==> config.mk <==
export PLATFORM = sky130hd
export DESIGN_NAME = motion_frame_ctrl
export DESIGN_NICKNAME = d
export VERILOG_FILES = /design/src/rtl/motion_frame_ctrl.sv
export SDC_FILE = /design/constraint.sdc
export NUM_CORES = 1
export LEC_CHECK = 0
export CAP_MARGIN = 40
export CORE_MARGIN = 1.5
export CORE_UTILIZATION = 48
export DETAILED_ROUTE_END_ITERATION = 16
export GPL_TIMING_DRIVEN = 0
export PLACE_DENSITY = 0.72
export REMOVE_ABC_BUFFERS = 1
export SLEW_MARGIN = 25
export SYNTH_ARGS = -nofsm -noshare
export SYNTH_HDL_FRONTEND = slang
export SYNTH_SLANG_ARGS = --single-unit
==> constraint.sdc <==
create_clock -name clock -period 3.99 [get_ports clock]
set_input_delay 0.399 -clock clock [delete_from_list [all_inputs] [get_ports clock]]
set_output_delay 0.399 -clock clock [all_outputs]
set_load 0.02 [all_outputs]
==> src/rtl/motion_frame_ctrl.sv <==
// Frame sequencer for background subtraction: admits one frame of reads per start, then waits for all mask writes.
// Read strobes and empty gating are zero-latency; frame_done comes one cycle after the last write is seen.
module motion_frame_ctrl #(
    parameter int WIDTH  = 720,
    parameter int HEIGHT = 540,
    parameter int CNT_W  = 20,
    parameter int DATA_W = 24
) (
    input  logic              clock,
    input  logic              reset,
    input  logic              start,
    input  logic [CNT_W-1:0]  threshold,
    output logic              busy,
    output logic              frame_done,
    output logic [CNT_W-1:0]  motion_count,
    output logic              motion_flag,
    output logic              protocol_err,
    input  logic              bg_empty,
    input  logic              fr_empty,
    output logic              bg_rd_en,
    output logic              fr_rd_en,
    output logic              sub_bg_empty,
    output logic              sub_fr_empty,
    input  logic              sub_bg_rd_en,
    input  logic              sub_fr_rd_en,
    input  logic              sub_out_wr_en,
    input  logic [DATA_W-1:0] sub_out_din,
    input  logic              out_full
);
    localparam int               PIXELS   = WIDTH * HEIGHT;
    localparam logic [CNT_W-1:0] PIX_MAX  = CNT_W'(PIXELS);
    localparam logic [CNT_W-1:0] PIX_LAST = CNT_W'(PIXELS - 1);
    localparam logic [CNT_W-1:0] CNT_ONE  = CNT_W'(1);

    typedef enum logic [1:0] {IDLE, RUN, DRAIN, DONE} state_t;

    state_t           state, state_nxt;
    logic [CNT_W-1:0] rd_cnt, wr_cnt, mot_cnt, thr_q;
    logic             gate, accept, rd_pair, rd_any, rd_full, wr_full, err_now;
    logic             unused_out_full;

    assign rd_pair = sub_bg_rd_en & sub_fr_rd_en;
    assign rd_any  = sub_bg_rd_en | sub_fr_rd_en;
    assign rd_full = (rd_cnt == PIX_MAX);
    assign wr_full = (wr_cnt == PIX_MAX);

    always_comb begin
        state_nxt = state;
        gate      = 1'b1;
        accept    = 1'b0;
        unique case (state)
            IDLE: begin
                if (start) begin
                    accept    = 1'b1;
                    state_nxt = RUN;
                end
            end
            RUN: begin
                gate = rd_full;
                if (rd_full || (rd_pair && rd_cnt == PIX_LAST)) state_nxt = DRAIN;
            end
            DRAIN: begin
                if (wr_full) state_nxt = DONE;
            end
            DONE: begin
                state_nxt = IDLE;
            end
            default: begin
                state_nxt = IDLE;
            end
        endcase
    end

    // Writes into a full frame or outside a frame are flagged but never counted past PIXELS.
    assign err_now = (sub_bg_rd_en ^ sub_fr_rd_en)
                   | (rd_any & gate)
                   | (sub_out_wr_en & (wr_full | (state == IDLE)));

    always_ff @(posedge clock) begin
        if (reset) begin
            state        <= IDLE;
            rd_cnt       <= '0;
            wr_cnt       <= '0;
            mot_cnt      <= '0;
            thr_q        <= '0;
            motion_count <= '0;
            motion_flag  <= 1'b0;
            protocol_err <= 1'b0;
        end else begin
            state <= state_nxt;
            if (accept) begin
                thr_q   <= threshold;
                rd_cnt  <= '0;
                wr_cnt  <= '0;
                mot_cnt <= '0;
            end else begin
                if (state == RUN && rd_pair && !rd_full) rd_cnt <= rd_cnt + CNT_ONE;
                if (sub_out_wr_en && !wr_full) begin
                    wr_cnt <= wr_cnt + CNT_ONE;
                    if (sub_out_din != '0) mot_cnt <= mot_cnt + CNT_ONE;
                end
            end
            if (state == DONE) begin
                motion_count <= mot_cnt;
                motion_flag  <= (mot_cnt >= thr_q);
            end
            if (err_now) protocol_err <= 1'b1;
        end
    end

    assign busy         = (state != IDLE);
    assign frame_done   = (state == DONE);
    assign sub_bg_empty = bg_empty | gate;
    assign sub_fr_empty = fr_empty | gate;
    assign bg_rd_en     = sub_bg_rd_en;
    assign fr_rd_en     = sub_fr_rd_en;

    // Mask-FIFO backpressure goes straight to subtract at the integrating level.
    assign unused_out_full = out_full;

endmodule

Word level (Yosys, flattened, before mapping)
Index checks and enable logic that the tools add are counted.
{"block": "classes", "n_addsub": 3, "multipliers": 0, "div": 0, "order_cmp": 1, "eq_ne": 9, "shifts": 0, "mux": 7, "bitwise": 10, "n_reduce_logical": 13}
{"op": "20-bit by 1-bit adder with 20-bit output, second input constant", "n": 3}
{"op": "20-bit by 19-bit equality test with 1-bit output, second input constant", "n": 3}
{"op": "24-bit nonzero test", "n": 1}
{"op": "20-bit >= comparator", "n": 1}
{"op": "2-bit one-hot mux with 4 select lines", "n": 1}
{"op": "2-bit two-way mux", "n": 3}
{"op": "2-bit inequality test, second input constant", "n": 3}
{"op": "1-bit OR", "n": 6}
{"op": "2-bit equality test, second input constant", "n": 2}
{"op": "1-bit logical AND", "n": 4}
{"op": "1-bit AND", "n": 3}
{"op": "1-bit two-way mux", "n": 3}
{"op": "3-bit AND reduction", "n": 1}
{"op": "2-bit by 1-bit equality test with 1-bit output, second input constant", "n": 1}
{"op": "1-bit logical NOT", "n": 2}
{"op": "2-bit logical NOT", "n": 1}
{"op": "2-bit AND reduction", "n": 1}
{"op": "2-bit nonzero test", "n": 1}
{"op": "2-bit OR reduction", "n": 1}
{"op": "1-bit logical OR", "n": 1}
{"op": "1-bit bitwise XOR", "n": 1}
{"block": "totals", "regBits": 104, "latchBits": 0, "mem_bits_rw": 0, "romBits": 0, "in_bits": 53, "output_inout_bits": 28, "wordCells": 51, "n_memories": 0}

Longest topological paths before layout
Gate-level depths: netlist (run 1).
{"block": "logic_depth", "depth_word": 5, "mapped_depth": 9, "mapped_depth_nobuf": 7}

Worst setup path after synthesis (run 1)
Ideal clock, no wire load.
{"block": "synth_path", "path_type": "reg-to-output", "from": "register rd_cnt[12]", "to": "output sub_bg_empty", "t_arrival_ns": 1.751, "t_required_ns": 3.591, "setup_slack_ns": 1.840, "path_stages_with_launch": 5, "path_cell_list": "dfxtp_1 -> or4b_1 -> or4_4 -> o21ai_0 -> or2_2"}
{"block": "synth_via", "elab_chain_cells": 3}
{"item": "start: declaration", "line": "38", "source": "logic [CNT_W-1:0] rd_cnt, wr_cnt, mot_cnt, thr_q;"}
{"item": "start signal: assignment", "line": "97", "source": "if (state == RUN && rd_pair && !rd_full) rd_cnt <= rd_cnt + CNT_ONE;"}
{"item": "20-bit by 19-bit equality test with 1-bit output", "line": "44", "source": "assign rd_full = (rd_cnt == PIX_MAX);"}
{"item": "1-bit two-way mux", "line": "51", "source": "unique case (state)"}
{"item": "1-bit OR", "line": "113", "source": "assign sub_bg_empty = bg_empty | gate;"}
{"item": "end: declaration", "line": "22", "source": "output logic sub_bg_empty,"}
Every way passes these cells.

Worst setup path after layout (run 1)
Ends and elaborated chain as after synthesis.

==> metrics.md, run 1 <==
| Metric | Value |
|---|---|
| Critical path required time | 3590 ps |
| Clock Sinks | approximately 100 |
| Mapped Area | 0.00521 mm² |
| Worst hold slack | about 460 ps |
| Leak Pwr | between 2 and 2.5 nW |
| PortBufs | between 70 and 80 |
| Via count | 4610 |
| Layout Cell Area excl Fill | 0.00632 mm² |
| Worst Hold Class | in2reg |
| Vias in the first global route | approximately 4200 |
| Drt via density | between 5 and 6 |
| Crit Path Max Fanout | 4 |
| # H-tree levels | 3 |
| Cells along the critical path | or4b_1, or4_4, o21ai_0, or2_2, clkdlybuf4s50_1 |
| Max-slew violations | 0 |
| GR Layer Usage met2 | around a third |
| Die Area | roughly 0.011 mm² |
| Fillers | ~920 |
| Setup Viol. Count Final | 0 |
| Worst path bufs/invs | 1 |
| Num rows | 37 |
| Hold Buf Count CTS | 0 |
| Worst-margin pin slew | approximately 760 ps |
| Post-layout min period | approximately 3300 ps |
| Root Driver | clkbuf_8 |
| Register Area | around 0.0021 mm² |
| #FFs+latches synth | 104 |
| Crit-path leading delay family | simple AND/OR/NAND/NOR gates |
| Ant diodes | 0 |
| Max_cap viols | 0 |
| Share of cells above drive strength 1 | under 10% |
| Ys Warns | 0 |
| Total grt overflow | 0 |
| Placed Cells | between 800 and 900 |
| Post-synth EDFFs | 0 |
| Met1 track demand over resource | between 20% and 30% |
| Final total power | approximately 2.3 mW |
| DRC | 0 |
| PD cells | ~360 mW/mm² |
| Max_slew headroom | around 49% |
| Critical Path End Type | primary output |
| Worst-skew pair later-pin latency | around 380 ps |
| Core area | 0.0104 mm² |
| Initial antenna violation count | 0 |
| I/O pin total | 81 |
| Largest family of logic cells by synthesized area | simple AND/OR/NAND/NOR gates |
| Placed cell areas | a little over 0.006 mm² |
| Outcome | completed |
| Layout Cells excl Fill | 828 |
| GRT Total Usage | 20.9% |
| Cts bufs inserted | 9 |
| Die H | roughly 110 µm |
| Setup Crit Path Kind | reg2out |
| Fin crit share | between 80% and 90% |
| Seq/Total Area, Yosys | roughly two fifths |
| Clock Skew | 7.26 ps |
| Synth-to-Final Area Change | 21.3% |
| Fin. Hold Viols | 0 |
| Unrepaired setup endpoints after global routing | no |
| Routed wire length per instance | between 10 and 15 µm |
| Met3 usage | under 10% |
| Post-synth ARST share | 0% |
| CTS tree | built |
| Post-DRT Antenna Nets | 0 |
| Post-synthesis mux area share | just over 4% |
| Largest net degree at the start of global routing | 34 |
| Grt peak-use layer | met2 |
| Layout Nets | between 700 and 800 |
| First-pass GRT wire length | approximately 19000 µm |
| CP max stage cell | clkdlybuf4s50_1 |
| Worst stage delay on the critical path | ~590 ps |
| Worst setup SP type | register |
| Initial core utilization | approximately 50% |
| Detailed Place HPWL | approximately 8500 µm |
| FMAX | about 300 MHz |
| Leading cell type in the layout, fill and taps excluded | dfxtp_1 |
| Buffer levels on the longest clock path | 2 |
| Clock slew at reported path FFs | 100 ps |
| Global placement routability congestion | about 0.84 |
| Syn_area_per_cell | between 8 and 9 µm² |
| Synth cell types | 50 |
| Drt pass-1 iters | 7 |
| Area of the multi-input gates | 0.00287 mm² |
| Post-synthesis compound-gate area fraction | 13.3% |
| Commonest non-fill, non-tap cells in the layout | dfxtp_1 (104), clkdlybuf4s50_1 (78), nand2_1 (71) |
| Total detailed-routing wirelength | 11600 µm |
| Post-CTS setup buffer count | 0 |
| Drt initial violations | 202 |
| Synth Area in Simple Gates | approximately a quarter |
| Die Wd | 107 µm |
| Synth Flop Type | dfxtp_1 |
| VDD IR max | 0.298 mV |
| Critical Path AT | ~2900 ps |
| Cells after Synth | around 620 |
| CTS resizes | 0 |
| Post-Synth Adder-Cell Area | 7.68% |
| XOR/XNOR share of the synthesized area | just over 5% |
synth_stat cells (all sizes together), types with 2 or more instances:
library cell	n	area, µm²
nor4	15	93.8
o211ai	2	15.0
o41ai	5	43.8
a211oi	2	20.0
or2	3	18.8
o31ai	9	67.6
xor2	11	96.3
inv	36	135
o21ai	14	70.1
dfxtp	104	2080
and3	10	62.6
a41o	3	30.0
a21o	5	37.5
and4	4	35.0
mux2i	21	210
or3	13	81.3
nand2b	2	12.5
a31oi	5	31.3
a21oi	44	220
nor3	10	50.1
nand2	72	270
or4	12	95.1
nand3	24	120
buf	6	32.5
ha	32	400
and2	6	37.5
o2111ai	5	43.8
nor2	63	236
o311ai	5	43.8
clkbuf	28	105
o21a	2	15.0
xnor2	19	166
nand4	21	131
flip-flops by register name, summed over array words and instances (netlist names):
register,flops
mot_cnt,20
motion_count,20
motion_flag,1
protocol_err,1
rd_cnt,20
state,2
thr_q,20
wr_cnt,20
per-stage QoR:
stage | util (%) | TNS (ps) | worst slack [ps]
CTS | 60.6 | 0 | 660
global route | 60.7 | 0 | 545
floorplan | - | 0 | 689
global placement | 57.9 | -9840 | -351
detailed placement | 59.0 | 0 | 990
finish | 60.7 | 0 | 660
metal layers:
metal | vias to the layer above | wire [µm]
li1 | 2344 | -
met1 | 2149 | 5470
met2 | 104 | 5470
met3 | 13 | 556
met4 | 0 | 136
met5 | - | 0
area by class of cell:
| cell class | count | share of cell area, % |
|---|---|---|
| Tap cell | 136 | 2.69 |
| Timing Repair Buffer | 86 | 14.2 |
| Multi-Input combinational cell | 450 | 45.4 |
| Clock buffer | 10 | 2.02 |
| Inverter | 36 | 2.14 |
| Sequential cell | 104 | 32.9 |
| Clock inverter | 6 | 0.574 |
where the power goes:
group          switching (mW)  internal, mW  leakage (nW)
Combinational           0.337         0.249          1.27
Clock                   0.364         0.224        0.0858
Sequential             0.0380          1.09         0.842
cell families after synthesis:
| logic type | count (synthesis) |
|---|---|
| xor+xnor | 30 |
| simple gates | 260 |
| buf+inv | 70 |
| mux | 21 |
| flops | 104 |
| fa+ha+maj | 32 |
| compound gates | 107 |
path summary, 6_finish.rpt:
check,start,endpoint,slack [ps],cells past startpoint
min reg2reg,thr_q[7]$_SDFFE_PP0P_,thr_q[7]$_SDFFE_PP0P_,460,2
max,rd_cnt[12]$_SDFFE_PP0P_,sub_bg_empty,660,5
min,reset,motion_count[6]$_SDFFE_PP0P_,460,2
max reg2reg,state[0]$_SDFFE_PP0P_,mot_cnt[6]$_SDFFE_PP0P_,1250,7
No activity file was read; power rests on OpenSTA's default activity.
==> run 2, diff against run 1 <==
==> constraint.sdc (replaced) <==
create_clock -name clock -period 3.1 [get_ports clock]
set_input_delay 0.31 -clock clock [delete_from_list [all_inputs] [get_ports clock]]
set_output_delay 0.31 -clock clock [all_outputs]
set_load 0.02 [all_outputs]
==> run 2 against run 1 <==
Worst hold slack worse by 84 ps; count of clock-buffer cells in the layout unchanged; final area is 0.14% higher; sequential cell count stayed put; setup slack got worse by 300 ps; sequential power grew 29%; global-route usage unchanged; non-clock buffer count unchanged; combinational power rose by 29%; critical path type is now reg2reg; critical endpoint is now mot_cnt[6]$_SDFFE_PP0P_.
==> metrics.md, run 2 (synthesis results as in run 1) <==
| Metric | Value |
|---|---|
| Worst setup SP type | register |
| PD cells | 468 mW/mm² |
| Cells along the critical path | inv_1, ha_1, nand2_1, nand2_2, buf_12, or4_1, nand2_1 |
| Ant diodes | 0 |
| Crit-path leading delay family | simple AND/OR/NAND/NOR gates |
| VDD IR max | around 0.38 mV |
| Clock slew at reported path FFs | roughly 100 ps |
| Fillers | 921 |
| FF-to-FF End | mot_cnt[6]$_SDFFE_PP0P_ |
| Via count | approximately 4600 |
| Worst path bufs/invs | 2 |
| Max_cap viols | 0 |
| Worst hold slack | approximately 370 ps |
| Drt initial violations | 170 |
| Crit Path Max Fanout | 32 |
| Hold depth | 2 |
| Critical Path End Type | register |
| Post-DRT Antenna Nets | 0 |
| Setup Crit Path Kind | reg2reg |
| Layout Nets | just under 800 |
| Unrepaired setup endpoints after global routing | no |
| Dpl ws | around 190 ps |
| Initial core utilization | between 50 and 60% |
| Total grt overflow | 0 |
| Die H | around 110 µm |
| Leak Pwr | roughly 2.2 nW |
| Clock Sinks | approximately 100 |
| CP max stage cell | nand2_1 |
| Worst path most repeated cell | nand2_1 |
| Setup Viol. Count Final | 0 |
| Leading cell type in the layout, fill and taps excluded | dfxtp_1 |
| R2R cell count | 7 |
| Die Wd | 107 µm |
| Commonest non-fill, non-tap cells in the layout | dfxtp_1 (104), clkdlybuf4s50_1 (76), nand2_1 (71) |
| Post-CTS setup buffer count | 0 |
| Hold Buf Count CTS | 0 |
| Critical path required time | between 3000 and 4000 ps |
| Hold Path Sink | motion_count[6]$_SDFFE_PP0P_ |
| Largest net degree at the start of global routing | 34 |
| DRC | 0 |
| FMAX | 366 MHz |
| Post-layout min period | approximately 2700 ps |
| # H-tree levels | 3 |
| Fin. Hold Viols | 0 |
| Fin crit share | between 80% and 90% |
| Synth-to-Final Area Change | 21.5% |
| Total detailed-routing wirelength | roughly 12000 µm |
| Worst-skew pair later-pin latency | 380 ps |
| Buffer levels on the longest clock path | 2 |
| Num rows | 37 |
| Hold_sp | reset |
| PortBufs | 79 |
| Max-slew violations | 0 |
| First-pass GRT wire length | 19400 µm |
| Share of cells above drive strength 1 | under 10% |
| GRT Total Usage | a little over a fifth |
| Max_slew headroom | around half |
| Core area | between 0.01 and 0.015 mm² |
| Cts bufs inserted | 9 |
| Routed wire length per instance | between 10 and 15 µm |
| Vias in the first global route | roughly 4200 |
| Worst r2r src | state[0]$_SDFFE_PP0P_ |
| Drt pass-1 iters | 4 |
| Worst stage delay on the critical path | 570 ps |
| Final setup margin | about 360 ps |
| R2R Setup Slk | between 300 and 400 ps |
| CTS tree | built |
| Worst Hold Class | in2reg |
| Worst-margin pin slew | 762 ps |
| Outcome | completed |
| Global placement routability congestion | 0.839 |
| Detailed Place HPWL | roughly 8500 µm |
| Critical Path AT | between 3000 and 4000 ps |
| Clock Skew | approximately 8.2 ps |
| Drt via density | about 5.5 |
| I/O pin total | approximately 80 |
| Initial antenna violation count | 0 |
| Root Driver | clkbuf_8 |
| Die Area | between 0.01 and 0.015 mm² |
[run 2: changes by cell type in the layout (fill, tap and decap cells not counted), sizes merged]
cell | previous run | this run
clkdlybuf4s50 | 78 | 76
dlymetal6s2s | 0 | 2
[run 2: worst register-to-register path: cells and delay by family (launching register included)]
kind                       cells  cell delay (ps)
adders and majority gates      1              240
and+or+nand+nor                4             1650
buffers and inverters          2              420
DFF                            1              390
[run 2: repair_timing]
item                                    4_1_cts  5_1_grt
hold endpoints to repair                      0        0
gates resized for setup                       2        2
pin swaps                                     0        0
cloned                                        0        0
endpoints found under the setup margin        2        2
[run 2: metrics by stage]
| step | instances | TNS (ps) | util [%] | total power, mW | instance area, µm² |
|---|---|---|---|---|---|
| after floorplan | 590 | -2750 | - | 1.94 | 5070 |
| after global placement | 805 | -58920 | 57.9 | 2.18 | 6040 |
| after detailed placement | 810 | 0 | 59.0 | 2.25 | 6140 |
| after CTS | 826 | 0 | 60.6 | 3.00 | 6310 |
| after global routing | 828 | 0 | 60.8 | 3.14 | 6330 |
| final | 828 | 0 | 60.8 | 2.97 | 6330 |
[run 2: how the worst max path moves through the flow]
stage | from | end | cells past startpoint
floorplan | wr_cnt[0]$_SDFFE_PP0P_ | mot_cnt[11]$_SDFFE_PP0P_ | 7
global placement | wr_cnt[0]$_SDFFE_PP0P_ | mot_cnt[17]$_SDFFE_PP0P_ | 7
detailed placement | start | mot_cnt[6]$_SDFFE_PP0P_ | 6
CTS | rd_cnt[12]$_SDFFE_PP0P_ | sub_bg_empty | 5
global route | state[0]$_SDFFE_PP0P_ | mot_cnt[6]$_SDFFE_PP0P_ | 7
finish | state[0]$_SDFFE_PP0P_ | mot_cnt[6]$_SDFFE_PP0P_ | 7
[run 2: report_power, final]
| group | leakage [nW] | total, mW | switching (mW) | internal, mW |
|---|---|---|---|---|
| Clock | 0.0858 | 0.754 | 0.466 | 0.288 |
| Combinational | 1.28 | 0.755 | 0.433 | 0.321 |
| Sequential | 0.842 | 1.46 | 0.0489 | 1.41 |
| Total | 2.20 | 2.97 | 0.948 | 2.02 |
[run 2: layout make-up]
| cell class | instances | area, µm² | share of cell area [%] |
|---|---|---|---|
| timing repair buffer | 86 | 903 | 14.3 |
| clock inverter | 6 | 36.3 | 0.573 |
| sequential | 104 | 2080 | 32.9 |
| tap | 136 | 170 | 2.69 |
| clock buffer | 10 | 128 | 2.02 |
| multi-input combinational | 450 | 2880 | 45.4 |
| inverter | 36 | 135 | 2.13 |
[run 2: layer usage]
metal	GRT usage (%)	wire [µm]	vias up	part of all wire [%]
met2	35.3	5440	95	47
met1	26.6	5490	2125	47
met4	6.67	147	0	1.3
met5	0	0	-	0
li1	-	-	2345	-
met3	4.38	507	13	4.4
